File: src/rtl/ex_mem_reg.sv
// EX/MEM pipeline register: store-data masking, misaligned-access squash, HALT drain tracking.
// Latency: one cycle from EX inputs to MEM outputs; o_halted rises three edges after HALT capture.
// Backpressure: i_stall holds every register; i_flush (over stall) or HALTED state loads a bubble.
//
// Ports: i_clk/i_reset (async, active-high); i_stall/i_flush slot control; i_valid + EX payload
// (i_alu_result, i_rt_data, i_rd_addr, mem/wb controls, i_BHW, i_halt); o_* registered MEM-side
// copies plus o_valid, o_misaligned and o_halted.
module ex_mem_reg #(
    parameter int NB_WIDTH = 32,
    parameter int NB_REG   = 5
) (
    input  logic                i_clk,
    input  logic                i_reset,
    input  logic                i_stall,
    input  logic                i_flush,
    input  logic                i_valid,
    input  logic [NB_WIDTH-1:0] i_alu_result,
    input  logic [NB_WIDTH-1:0] i_rt_data,
    input  logic [NB_REG-1:0]   i_rd_addr,
    input  logic                i_mem_read,
    input  logic                i_mem_write,
    input  logic [2:0]          i_BHW,
    input  logic                i_reg_write,
    input  logic                i_mem_to_reg,
    input  logic                i_halt,
    output logic [NB_WIDTH-1:0] o_mem_addr,
    output logic [NB_WIDTH-1:0] o_mem_data,
    output logic [NB_REG-1:0]   o_rd_addr,
    output logic                o_mem_read,
    output logic                o_mem_write,
    output logic [2:0]          o_BHW,
    output logic                o_reg_write,
    output logic                o_mem_to_reg,
    output logic                o_valid,
    output logic                o_misaligned,
    output logic                o_halted
);

    typedef enum logic [1:0] {
        ST_RUN    = 2'd0,
        ST_DRAIN  = 2'd1,
        ST_HALTED = 2'd2
    } state_t;

    state_t      state, state_nxt;
    logic [1:0]  cnt, cnt_nxt;

    logic                take_halt;
    logic                mem_access;
    logic                misaligned;
    logic [NB_WIDTH-1:0] masked_data;

    // HALT is only accepted on a real capture edge.
    assign take_halt = i_valid & i_halt & ~i_stall & ~i_flush;

    // ---------------- Halt-drain FSM ----------------
    always_ff @(posedge i_clk or posedge i_reset) begin
        if (i_reset) begin
            state <= ST_RUN;
            cnt   <= 2'd0;
        end else begin
            state <= state_nxt;
            cnt   <= cnt_nxt;
        end
    end

    always_comb begin
        state_nxt = state;
        cnt_nxt   = cnt;
        case (state)
            ST_RUN: begin
                if (take_halt) begin
                    state_nxt = ST_DRAIN;
                    cnt_nxt   = 2'd0;
                end
            end
            ST_DRAIN: begin
                // Counts every edge, stalled or not: the HALT needs two cycles to clear MEM and WB.
                cnt_nxt = cnt + 2'd1;
                if (cnt == 2'd1) begin
                    state_nxt = ST_HALTED;
                end
            end
            ST_HALTED: begin
                state_nxt = ST_HALTED;
            end
            default: begin
                state_nxt = ST_RUN;
                cnt_nxt   = 2'd0;
            end
        endcase
    end

    // ---------------- Capture-side datapath ----------------
    always_comb begin
        masked_data = i_rt_data;
        case (i_BHW[1:0])
            2'b00:   masked_data = {{(NB_WIDTH-8){1'b0}},  i_rt_data[7:0]};
            2'b01:   masked_data = {{(NB_WIDTH-16){1'b0}}, i_rt_data[15:0]};
            default: masked_data = i_rt_data;
        endcase
    end

    assign mem_access = (i_mem_read | i_mem_write) & i_valid;

    always_comb begin
        misaligned = 1'b0;
        if (mem_access) begin
            if (i_BHW[1:0] == 2'b01) begin
                misaligned = i_alu_result[0];
            end else if (i_BHW[1:0] == 2'b11) begin
                misaligned = (i_alu_result[1:0] != 2'b00);
            end
        end
    end

    // ---------------- Slot register ----------------
    always_ff @(posedge i_clk or posedge i_reset) begin
        if (i_reset) begin
            o_mem_addr   <= '0;
            o_mem_data   <= '0;
            o_rd_addr    <= '0;
            o_mem_read   <= 1'b0;
            o_mem_write  <= 1'b0;
            o_BHW        <= 3'b000;
            o_reg_write  <= 1'b0;
            o_mem_to_reg <= 1'b0;
            o_valid      <= 1'b0;
            o_misaligned <= 1'b0;
            o_halted     <= 1'b0;
        end else begin
            o_halted <= (state == ST_HALTED);
            if ((state == ST_HALTED) || i_flush) begin
                o_mem_addr   <= '0;
                o_mem_data   <= '0;
                o_rd_addr    <= '0;
                o_mem_read   <= 1'b0;
                o_mem_write  <= 1'b0;
                o_BHW        <= 3'b000;
                o_reg_write  <= 1'b0;
                o_mem_to_reg <= 1'b0;
                o_valid      <= 1'b0;
                o_misaligned <= 1'b0;
            end else if (!i_stall) begin
                if (i_valid && i_halt) begin
                    // HALT travels as a bubble that still counts as a real slot.
                    o_mem_addr   <= '0;
                    o_mem_data   <= '0;
                    o_rd_addr    <= '0;
                    o_mem_read   <= 1'b0;
                    o_mem_write  <= 1'b0;
                    o_BHW        <= 3'b000;
                    o_reg_write  <= 1'b0;
                    o_mem_to_reg <= 1'b0;
                    o_valid      <= 1'b1;
                    o_misaligned <= 1'b0;
                end else begin
                    // Misaligned slots keep address/rd for debug but lose all side effects.
                    o_mem_addr   <= i_alu_result;
                    o_mem_data   <= masked_data;
                    o_rd_addr    <= i_rd_addr;
                    o_mem_read   <= i_mem_read  & ~misaligned;
                    o_mem_write  <= i_mem_write & ~misaligned;
                    o_BHW        <= i_BHW;
                    o_reg_write  <= i_reg_write & ~misaligned;
                    o_mem_to_reg <= i_mem_to_reg;
                    o_valid      <= i_valid;
                    o_misaligned <= misaligned;
                end
            end
        end
    end

endmodule

File: config.mk
export PLATFORM = sky130hd
export DESIGN_NAME = ex_mem_reg
export DESIGN_NICKNAME = d
export VERILOG_FILES = /design/src/rtl/ex_mem_reg.sv
export SDC_FILE = /design/constraint.sdc
export NUM_CORES = 1
export LEC_CHECK = 0
export ABC_CLOCK_PERIOD_IN_PS = 4180
export CAP_MARGIN = 15
export CORE_MARGIN = 3
export CORE_UTILIZATION = 42
export CTS_CLUSTER_SIZE = 40
export DETAILED_ROUTE_END_ITERATION = 12
export MAX_ROUTING_LAYER = met4
export PLACE_DENSITY = 0.81
export RECOVER_POWER = 100
export SETUP_SLACK_MARGIN = 0.15
export SYNTH_ARGS = -nofsm -noshare
export SYNTH_HDL_FRONTEND = slang
export SYNTH_SLANG_ARGS = --single-unit
File: constraint.sdc
create_clock -name i_clk -period 4.18 [get_ports i_clk]
set_clock_uncertainty 0.1 [all_clocks]
set_input_delay 0.836 -clock i_clk [delete_from_list [all_inputs] [get_ports i_clk]]
set_output_delay 0.836 -clock i_clk [all_outputs]
set_load 0.1 [all_outputs]
Word level (Yosys, flattened, before mapping)
Index checks and enable logic that the tools add are counted.

storage, ports and cells
  register bits = 83
  input bits = 82
  output and inout bits = 79
  logic and storage cells = 80

cells by class
  add/subtract/negate cells = 1
  eq/ne operators = 8
  mux-type cells = 39
  bitwise gates (word level) = 12
  reductions and logical operators = 7

operator list
  operator             count
  $mux 32              6
  $pmux 32 s2          1
  $mux 1               21
  $mux 5               3
  $pmux 2 s3           2
  $mux 3               3
  $and 1x1->1          7
  $eq 2x1->1 const B   3
  $mux 2               3
  $eq 2x2->1 const B   2
  $logic_not 2->1      2
  $ne 2x2->1 const B   2
  $not 1->1            4
  $reduce_and 2->1     2
  $add 2x1->2 const B  1
  $ne 2x1->1 const B   1
  $reduce_bool 2->1    1
  $logic_and 1x1->1    1
  $logic_or 1x1->1     1
  $or 1x1->1           1

Longest topological paths before layout
  depth after elaboration = 9
  depth in mapped cells = 7

Worst setup path after synthesis
Ideal clock, no wire load.

  path kind = register to output
  from = register o_BHW[1]
  to = output o_BHW[1]
  data arrival time = 0.898 ns
  data required time = 3.244 ns
  path slack = 2.346 ns
  cell stages (with the launch flop) = 1
  path through = dfrtp_1

RTL lines
  what                      line  source
  start: declaration        31    output logic [2:0] o_BHW,
  start signal: assignment  164   o_BHW <= i_BHW;

No word-level cell between the ends.

Final worst setup path
  from = input i_stall
  to = register o_mem_write

between the ends
  word-level cells in the longest chain between the ends = 1

RTL lines
  what                         line  source
  start: declaration           14    input logic i_stall,
  $ne 2x1->1 (no source line)  --
  end signal: assignment       163   o_mem_write <= i_mem_write & ~misaligned;
  end: declaration             30    output logic o_mem_write,

No other way between the ends.
A chain may end at the register's enable or synchronous reset.

==> key figures <==
Run status
  – Result of the run: finished, violations left
  – Failing checks: max-capacitance violations, max-slew violations

STA
  – Summed negative setup slack over all endpoints: 0 ns
  – Fin. max-slew vios: 52
  – Highest achievable clock rate: between 300 and 400 MHz
  – Final hold violation count: 0
  – Slew HR: -0.1927
  – Final critical-path setup slack: 1.025 ns
  – Part of the cycle the worst path needs: 0.7548
  – Final worst path period need: between 3 and 4 ns
  – Actual transition at the worst max-transition pin: approximately 1.8 ns
  – Hold slack final: 0.3900 ns
  – Setup repair after global routing missed its margin: false
  – Final setup vio count: 0

CTS
  – Clock slew at reported path FFs: 0.08 ns
  – CTS H-Tree Depth: 3
  – Number of clock sinks seen by CTS: 83
  – Clock tree from TritonCTS: done
  – Number of hold-repair buffers added at the cts stage: 0
  – Post-CTS setup buffer count: 0
  – Root buffer cell: clkbuf_8
  – Number of gates resized after CTS: 0
  – Clock Latency Late Sink: between 0.3 and 0.4 ns
  – TritonCTS Buffers: 9
  – Maximum clock path buffer count: 2

Cells and area
  – Final core utilization: 0.7061
  – Area growth, synth to finish: 58.68%
  – Finished Cell Area: 0.004930 mm2
  – Multi-input gate area: between 800 and 900 um2
  – Cell Count, Final, Fillers Out: 468
  – Final net count: between 400 and 500
  – Reg area: 0.002077 mm2
  – Most frequent standard cell in the layout excluding fill and tap cells: dfrtp_1
  – Top library cells by usage in the layout, fill and taps aside: dfrtp_1 (83), dlygate4sd3_1 (82), clkdlybuf4s50_1 (78)
  – Antenna fix cells: 0
  – Top flop regs: o_mem_addr (32), o_mem_data (32), o_rd_addr (5)
  – Fraction of final layout cells with drive strength greater than 1: 0.05645
  – Total of fill cells in the finished design: 504

Power
  – Design Power: between 2 and 3 mW
  – Sw power: 1.070 mW
  – Worst voltage drop across the vdd grid: 278.8 uV
  – Reg power frac: 0.373
  – Internal power: 1.449 mW
  – Part of the total power dissipated in the clock network: 0.223
  – Static Leakage: 2.454 nW
  – Combinational group share of total power: 0.405
  – PD cells: just over 500 mW/mm2
  – Switching part of the total: 0.4248

Synthesis
  – Synthesized instance count: ~210
  – Top_reg_cell synth: dfrtp_1
  – Number of nets produced by synthesis: 294
  – Netlist cell types: 27
  – Sequential cell area fraction in the yosys report: 0.6685
  – Share of synthesized flip-flops with an asynchronous set or reset: 1.000
  – Post-Synthesis Mean Instance Area: 14.94 um2
  – Number of synthesized flops with an enable pin: 0
  – Number of storage elements in the synthesis netlist: 83
  – Netlist area before placement: 0.003107 mm2
  – Number of synthesis warnings: 0

Setup path
  – Critical register-to-register path startpoint: state[0]
  – Startpoint types: input pin
  – Data arrival time of the worst path: 3.31 ns
  – Max Fanout on Critical Path: 51
  – Critical path startpoint: i_stall
  – Startpoint-to-endpoint class of the critical path: in2reg
  – CP endpoint kind: flop
  – Number of cell instances on the worst register-to-register path: 5
  – Req. time, crit path: around 4.3 ns

Die
  – Total I/O pin count: 161
  – Placeable core region: around 0.0070 mm2
  – Floorplan die area: 0.008465 mm2
  – Starting utilization of the core area: 0.4450
  – Chip Height: 92.01 um
  – Number of placement rows: 30
  – Overall die width: 92.01 um

Routing
  – Vias: 2440
  – Final WL: between 8000 and 9000 um
  – Number of vias per cell after detailed routing: 5.214
  – Count of routing violations after the opening detailed-route iteration: 74
  – Routed length per instance: approximately 17 um
  – DRC violation count after routing: 0
  – Number of nets still failing antenna checks after routing: 0
  – TritonRoute pass-1 iters: 4

Global routing
  – Tot GR Track Use: 0.1978
  – Vias in the first global route: 2556
  – Wire length of the first global-routing pass: roughly 13000 um
  – Total overflow reported by the global router: 0
  – Largest net degree at the start of global routing: 55
  – Initial antenna violation count: 0

Hold path
  – Min-Delay Startpoint: o_misaligned
  – Worst hold stages: 2
  – Class of the tightest hold or removal check: reg2reg

Placement
  – Port bufs: between 150 and 200
  – Placer's final routability congestion estimate: about 0.72
  – Pre-CTS WS: 1.372 ns
  – Post-detailed-placement half-perimeter wirelength: a little under 6000 um
  – Number of placed cells counting well taps: 452
  – Cell area after placement: 0.004757 mm2

Job
  – Max-capacitance violation count: 2
[worst paths after layout]
| path | to | slack (ns) |
|---|---|---|
| max | o_mem_write | 1.03 |
| min | o_misaligned | 0.39 |
| max reg2reg | o_mem_write | 1.46 |
| min reg2reg | o_misaligned | 0.39 |
| max in group asynchronous | o_mem_addr[8] | 1.80 |
| min in group asynchronous | o_rd_addr[0] | 1.20 |
[routing by layer]
layer,up-vias,part of all wire,global-route usage
met5,-,0,-
met4,0,0.0097,0.05569
met3,8,0.048,0.04102
met2,97,0.51,0.3175
met1,1221,0.43,0.2572
li1,1114,-,-
[synthesized netlist by cell type, types with 2 or more instances]
cell,instances,area share
buf_4,2,0.0048
a21o_1,2,0.0048
mux2i_1,2,0.0064
dfrtp_1,83,0.67
a22o_1,72,0.20
a32o_1,3,0.0097
mux2_2,2,0.0072
a21oi_1,3,0.0048
ha_1,4,0.016
nor2b_1,2,0.0040
inv_1,4,0.0048
buf_6,4,0.014
nor2_1,2,0.0024
buf_2,10,0.016
[final cells by class]
cell class | count | area share
clock inverter | 4 | 0.01015
sequential | 83 | 0.4213
multi-input combinational | 105 | 0.1810
clock buffer | 12 | 0.02944
timing repair buffer | 164 | 0.3305
tap | 96 | 0.02437
inverter | 4 | 0.003299
[kinds of logic (layout without fill, tap and decap cells)]
kind of cell	after synthesis	after routing	share of synthesized area
adders and majority gates	4	4	0.01611
muxes	4	4	0.01369
DFF	83	83	0.6685
buffers and inverters	20	184	0.04027
AOI/OAI and AO/OA	84	84	0.2332
and+or+nand+nor	13	13	0.02819
[power by group through the flow]
stage                     registers, mW  clock network (mW)  logic [mW]
final                             0.939               0.561        1.02
after floorplan                    1.49                   0       0.232
after detailed placement          0.957                   0        1.06
after global placement            0.953                   0        1.04
after CTS                         0.943               0.573        1.06
after global routing              0.951               0.602        1.07
[worst max-delay path, stage by stage]
cell and delay, ns:
dlygate4sd3_1 0.62, a21oi_1 0.16, and2_1 1.35, a32o_1 0.34
Note: power is estimated with default switching activity, not from simulation.
